File: src/rtl/sd_fifo_tail_arb_if.sv
// ============================================================================
// Module : sd_fifo_tail_arb_if
// Brief  : Pointer/handshake bundle between the shared-RAM read scheduler and
//          its environment (heads, RAM, downstream consumer).
// Rev    : 1.0 - initial release
// ============================================================================
`default_nettype none

interface sd_fifo_tail_arb_if #(
    parameter int QUEUES = 4,
    parameter int DEPTH  = 16
);
    localparam int ASZ = $clog2(DEPTH);
    localparam int QSZ = $clog2(QUEUES);

    logic [QUEUES*(ASZ+1)-1:0] wrptr_head;
    logic [QUEUES*(ASZ+1)-1:0] rdptr_tail;
    logic                      rd_en;
    logic [QSZ+ASZ-1:0]        rd_addr;
    logic                      p_srdy;
    logic                      p_drdy;
    logic [QSZ-1:0]            p_qid;

    // master = the scheduler, slave = heads/RAM/consumer side
    modport master (
        input  wrptr_head, p_drdy,
        output rdptr_tail, rd_en, rd_addr, p_srdy, p_qid
    );
    modport slave (
        output wrptr_head, p_drdy,
        input  rdptr_tail, rd_en, rd_addr, p_srdy, p_qid
    );
endinterface

`default_nettype wire

File: src/rtl/sd_fifo_tail_arb.sv
// ============================================================================
// Module : sd_fifo_tail_arb
// Brief  : Read-side scheduler for N logical FIFOs sharing one RAM read port.
//          Round-robin by default; SDLIB_TAIL_ARB_STRICT_EN selects fixed
//          priority (lowest non-empty queue wins).
// Rev    : 1.0 - initial release
// ============================================================================
`default_nettype none

module sd_fifo_tail_arb #(
    parameter int QUEUES = 4,
    parameter int DEPTH  = 16
) (
    input  wire logic         clk,
    input  wire logic         reset,
    sd_fifo_tail_arb_if.master bus
);
    localparam int ASZ = $clog2(DEPTH);
    localparam int QSZ = $clog2(QUEUES);
    localparam int PW  = ASZ + 1;
    localparam logic [QSZ-1:0] C_LAST_INIT = QSZ'(QUEUES - 1);

    logic [PW-1:0]     r_rdptr [QUEUES];
    logic [QUEUES-1:0] w_nonempty;
    logic [QSZ-1:0]    r_last_grant;
    logic [QSZ-1:0]    w_grant;
    logic [QSZ-1:0]    w_idx;
    logic [QSZ-1:0]    r_qid;
    logic              r_srdy;
    logic              w_rd_en;

    // Full-width compare: the extra MSB tells full apart from empty
    generate
        for (genvar g = 0; g < QUEUES; g++) begin : g_queue
            assign w_nonempty[g] = (bus.wrptr_head[g*PW +: PW] != r_rdptr[g]);
            assign bus.rdptr_tail[g*PW +: PW] = r_rdptr[g];
        end
    endgenerate

    always_comb begin
        w_grant = r_last_grant + QSZ'(1);
        w_idx   = '0;
`ifdef SDLIB_TAIL_ARB_STRICT_EN
        for (int i = QUEUES - 1; i >= 0; i--) begin
            if (w_nonempty[i]) w_grant = QSZ'(i);
        end
`else
        // Scan downward so the closest queue after last_grant is the final write
        for (int i = QUEUES; i >= 1; i--) begin
            w_idx = r_last_grant + QSZ'(i);
            if (w_nonempty[w_idx]) w_grant = w_idx;
        end
`endif
    end

    assign w_rd_en      = (~r_srdy | bus.p_drdy) & (|w_nonempty);
    assign bus.rd_en    = w_rd_en;
    assign bus.rd_addr  = {w_grant, r_rdptr[w_grant][ASZ-1:0]};
    assign bus.p_srdy   = r_srdy;
    assign bus.p_qid    = r_qid;

    always_ff @(posedge clk or posedge reset) begin
        if (reset) begin
            for (int q = 0; q < QUEUES; q++) r_rdptr[q] <= '0;
        end else if (w_rd_en) begin
            r_rdptr[w_grant] <= r_rdptr[w_grant] + PW'(1);
        end
    end

    always_ff @(posedge clk or posedge reset) begin
        if (reset) begin
            r_srdy       <= 1'b0;
            r_qid        <= '0;
            r_last_grant <= C_LAST_INIT;
        end else if (w_rd_en) begin
            r_srdy       <= 1'b1;
            r_qid        <= w_grant;
            r_last_grant <= w_grant;
        end else if (bus.p_drdy) begin
            r_srdy       <= 1'b0;
        end
    end
endmodule

`default_nettype wire
File: src/flat_wrapper.sv
// flat-port wrapper written by rule: the top's interface ports become plain ports
module sd_fifo_tail_arb_flat 
#(
    parameter int QUEUES = 4,
    parameter int DEPTH  = 16
)
  (clk, reset, bus_wrptr_head, bus_p_drdy, bus_rdptr_tail, bus_rd_en, bus_rd_addr, bus_p_srdy, bus_p_qid);
  sd_fifo_tail_arb_if #(.QUEUES(QUEUES), .DEPTH(DEPTH)) bus_i ();
  input  wire logic clk;
  input  wire logic reset;
  input wire logic [$bits(bus_i.wrptr_head)-1:0] bus_wrptr_head;
  input wire logic [$bits(bus_i.p_drdy)-1:0] bus_p_drdy;
  output wire logic [$bits(bus_i.rdptr_tail)-1:0] bus_rdptr_tail;
  output wire logic [$bits(bus_i.rd_en)-1:0] bus_rd_en;
  output wire logic [$bits(bus_i.rd_addr)-1:0] bus_rd_addr;
  output wire logic [$bits(bus_i.p_srdy)-1:0] bus_p_srdy;
  output wire logic [$bits(bus_i.p_qid)-1:0] bus_p_qid;
  assign bus_i.wrptr_head = bus_wrptr_head;
  assign bus_i.p_drdy = bus_p_drdy;
  assign bus_rdptr_tail = bus_i.rdptr_tail;
  assign bus_rd_en = bus_i.rd_en;
  assign bus_rd_addr = bus_i.rd_addr;
  assign bus_p_srdy = bus_i.p_srdy;
  assign bus_p_qid = bus_i.p_qid;
  sd_fifo_tail_arb #(.QUEUES(QUEUES), .DEPTH(DEPTH)) u_core (.clk(clk), .reset(reset), .bus(bus_i));
endmodule
File: config.mk
export PLATFORM = sky130hd
export DESIGN_NAME = sd_fifo_tail_arb_flat
export DESIGN_NICKNAME = d
export VERILOG_FILES = /design/src/rtl/sd_fifo_tail_arb_if.sv /design/src/rtl/sd_fifo_tail_arb.sv /design/src/flat_wrapper.sv
export SDC_FILE = /design/constraint.sdc
export NUM_CORES = 1
export LEC_CHECK = 0
export CAP_MARGIN = 10
export CORE_ASPECT_RATIO = 1.1
export CORE_MARGIN = 5
export CORE_UTILIZATION = 46
export DETAILED_ROUTE_END_ITERATION = 8
export GPL_TIMING_DRIVEN = 0
export PLACE_DENSITY = 0.8
export SETUP_SLACK_MARGIN = 0.5
export SLEW_MARGIN = 20
export SYNTH_ARGS = -nofsm -noshare
export SYNTH_HDL_FRONTEND = slang
export SYNTH_SLANG_ARGS = --single-unit
File: constraint.sdc
create_clock -name clk -period 2.8 [get_ports clk]
set_input_delay 0.28 -clock clk [delete_from_list [all_inputs] [get_ports clk]]
set_output_delay 0.28 -clock clk [all_outputs]
set_load 0.02 [all_outputs]
==> out/metrics.csv <==
stage;metric;value;unit
status;outcome;complete, but fails checks;
status;failing checks;setup timing;
finish;final cell count without fillers;274;
global_route;all-layer global routing usage;22.77;%
finish;number of filler instances in the final layout;185;
route;Residual DRC;0;
finish;fraction of layout instances using a drive strength above 1;47.79;%
timing;count of pins over their slew limit;0;
finish;n_diodes;0;
critical_path;critical path capture point type;output port;
placed_design;Worst Setup Slack post-DPL;-0.5559;ns
global_route;first-pass GRT wire length;8142;um
clock_network;TritonCTS clock tree;done;
yosys;Mapped Area;1592;um2
clock_network;hold-fix buffer count after cts;0;
yosys;area fraction of the dominant cell type after synthesis;36.16;%
critical_path;Critical Path Start Type;flip-flop;
yosys;total nets after synthesis;165;
placed_design;post-DP HPWL;3431;um
global_route;pin count of the biggest net entering global routing;26;
clock_network;deepest level of the CTS H-tree;1;
yosys;cell count after synthesis;142;
finish;Post-Layout Inst Area;2690;um2
timing;Final Skew;0.01039;ns
route;TritonRoute pass-1 iters;4;
global_route;via count of the first global-routing pass;1616;
finish;final core utilization;80.77;%
route;average vias per placed instance;5.339;
timing;count of final hold-check violations;0;
clock_network;sinks on the clock net;25;
die;Core Footprint;3331;um2
route;vias;1463;
finish;Final nets;250;
timing;post-route clock period utilization;100.9;%
clock_network;cell chosen for the clock root;clkbuf_4;
clock_network;maximum root-to-sink buffer count;2;
yosys;cell with the most instances after synthesis;dfrtp_1;
die;initial core utilization;47.78;%
job;max-cap violation count;0;
die;Core Rows;22;
global_route;GR Overflow Total;0;
yosys;Yosys warnings;0;
clock_network;clock-pin slew of the registers on the worst-case setup and hold paths;0.15;ns
die;Die Span Y;71.69;um
placed_design;Port-buffer cells;52;
finish;growth of design area from synthesis to finish;69.03;%
timing;final critical delay including setup and external delays;2.827;ns
die;Top Ports;53;
route;count of antenna-violating nets left after detailed routing;0;
clock_network;clock insertion delay at the later pin of the skew report;0.34;ns
timing;final worst slack;-0.02651;ns
critical_path;Critical Path Fanout Max;4;
timing;unrepaired setup endpoints after global routing;true;
timing;final setup fails;6;
critical_path;cell at the slowest stage of the critical path;dfrtp_1;
route;total detailed-routing wirelength;5350;um
global_route;number of antenna violations at the first check in global routing;0;
yosys;Seq/Total Area, Yosys;39.47;%
critical_path;kind of critical path;flip-flop to output port;
timing;max-slew headroom at the worst pin;39.69;%
die;horizontal die dimension;66.09;um
critical_path;Slowest Stage Delay on Critical Path;0.47;ns
yosys;total of flip-flops plus latches after synthesis;25;
route;DRC marker count from the first detailed-route iteration;77;
yosys;Post-Synthesis Mean Instance Area;11.21;um2
yosys;count of flip-flops with a built-in enable after synthesis;0;
min_path;class of the tightest hold or removal check;input pin to async pin;
critical_path;Critical Path, Cell by Cell;xor2_1 -> nor2_2 -> and2_4 -> a2bb2oi_4 -> o221ai_4 -> buf_6 -> mux2i_2 -> mux2i_4 -> buf_6;
critical_path;data arrival time at the worst-slack endpoint;2.55;ns
die;area of the die;4738;um2
yosys;Primary FF master, synth;dfrtp_1;
placed_design;DP Area;2207;um2
placed_design;total placed cells including tap cells;242;
route;average wire per cell in the routed design;19.53;um
timing;achievable clock frequency;353.8;MHz
yosys;Unique masters post-synth;35;
yosys;Synth area leaders;dfrtp_1 (36%), mux2_2 (9.9%), xor2_1 (7.7%);
yosys;top post-synthesis cells by count;dfrtp_1 (23), mux2_2 (14), xor2_1 (14);
placed_design;RD Place Congestion;0.8004;
yosys;share of async-settable or async-resettable flops after synthesis;100.0;%
clock_network;total clock buffers created by CTS;3;
critical_path;Top cell by count, worst path;buf_6;
critical_path;worst path required time;2.52;ns
timing;transition time of the tightest slew-check pin;0.8991;ns
yosys;Yosys top cell by area;dfrtp_1;
[layout make-up]
class                      instances  area, um2  area share (%)
multi-input combinational        109       1152           42.84
buffer                             3      31.28           1.163
clock inverter                     1      5.005          0.1860
clock buffer                       3      22.52          0.8372
sequential                        25      635.6           23.63
inverter                           5      23.77          0.8837
tap                               48      60.06           2.233
timing repair buffer              80      759.5           28.23
[worst paths after layout]
| check | from | to | slack (ns) | cells after the start |
|---|---|---|---|---|
| max | u_core.bus.rdptr_tail[8] | bus_rd_addr[2] | -0.03 | 9 |
| min | reset | u_core.bus.rdptr_tail[14] | 0.31 | 2 |
| max reg2reg | u_core.bus.rdptr_tail[13] | u_core.bus.rdptr_tail[8] | -0.01 | 11 |
| min reg2reg | u_core.bus.p_qid[1] | u_core.bus.p_qid[1] | 0.52 | 1 |
| max in group asynchronous | reset | u_core.bus.rdptr_tail[5] | 2.02 | 2 |
| min in group clk | u_core.bus.p_qid[1] | u_core.bus.p_qid[1] | 0.52 | 1 |
[routing by layer]
metal	vias up	wire, um	track usage [%]
met3	20	106	2.665
met5	-	0	0
met4	0	240	11.96
met1	735	2029	25.30
met2	38	2974	41.57
li1	670	-	-
[layout by cell type (no fill, tap or decap), drive strengths merged, types with 2 or more instances in the layout]
master / n
a2bb2oi: 2
nand2: 10
nand3: 4
nand4: 3
a21oi: 5
xnor2: 11
xor2: 14
inv: 4
dfrtp: 23
clkinv: 2
nor3: 2
o21ai: 6
buf: 37
dfstp: 2
nor2: 11
mux2: 17
and2: 2
clkdlybuf4s50: 45
clkbuf: 3
o21a: 2
mux2i: 14
[cell families (layout without fill, tap and decap cells)]
kind of cell	Yosys count	in the layout	synth area share (%)
compound gates	18	18	9.040
flops	25	25	39.47
buf+inv	8	92	3.144
simple gates	35	35	11.79
xor+xnor	25	25	14.23
mux	31	31	22.33
[metrics by stage]
stage                      TNS, ns  hold WS (ns)
after floorplan                  0        0.3056
after global placement      -5.139        0.4815
after detailed placement    -7.446        0.4849
after CTS                        0        0.4917
after global routing        -2.162        0.3824
final                     -0.04491        0.3087
[critical path: cells and delay by family, from the launching register on]
family	cells	cell delay, ns
flip-flops	1	0.47
multiplexers	2	0.42
AO/OA/AOI/OAI	2	0.40
buffers and inverters	2	0.34
XOR/XNOR	1	0.30
AND/OR/NAND/NOR	2	0.29
[state kept, by name (all words and copies together), names as in the netlist]
name and flops:
u_core.bus.p_srdy 1, u_core.bus.p_qid 2, u_core.bus.rdptr_tail 20, u_core.r_last_grant 2
[repair_timing]
| item | CTS | global route |
|---|---|---|
| buffers inserted | 20 | 8 |
| pin swaps | 18 | 7 |
| setup endpoints to repair | 27 | 27 |
| gates resized for setup | 72 | 18 |
Power is not shown: default switching activity piles up to over one toggle a cycle in this logic, so the estimate is an artifact.
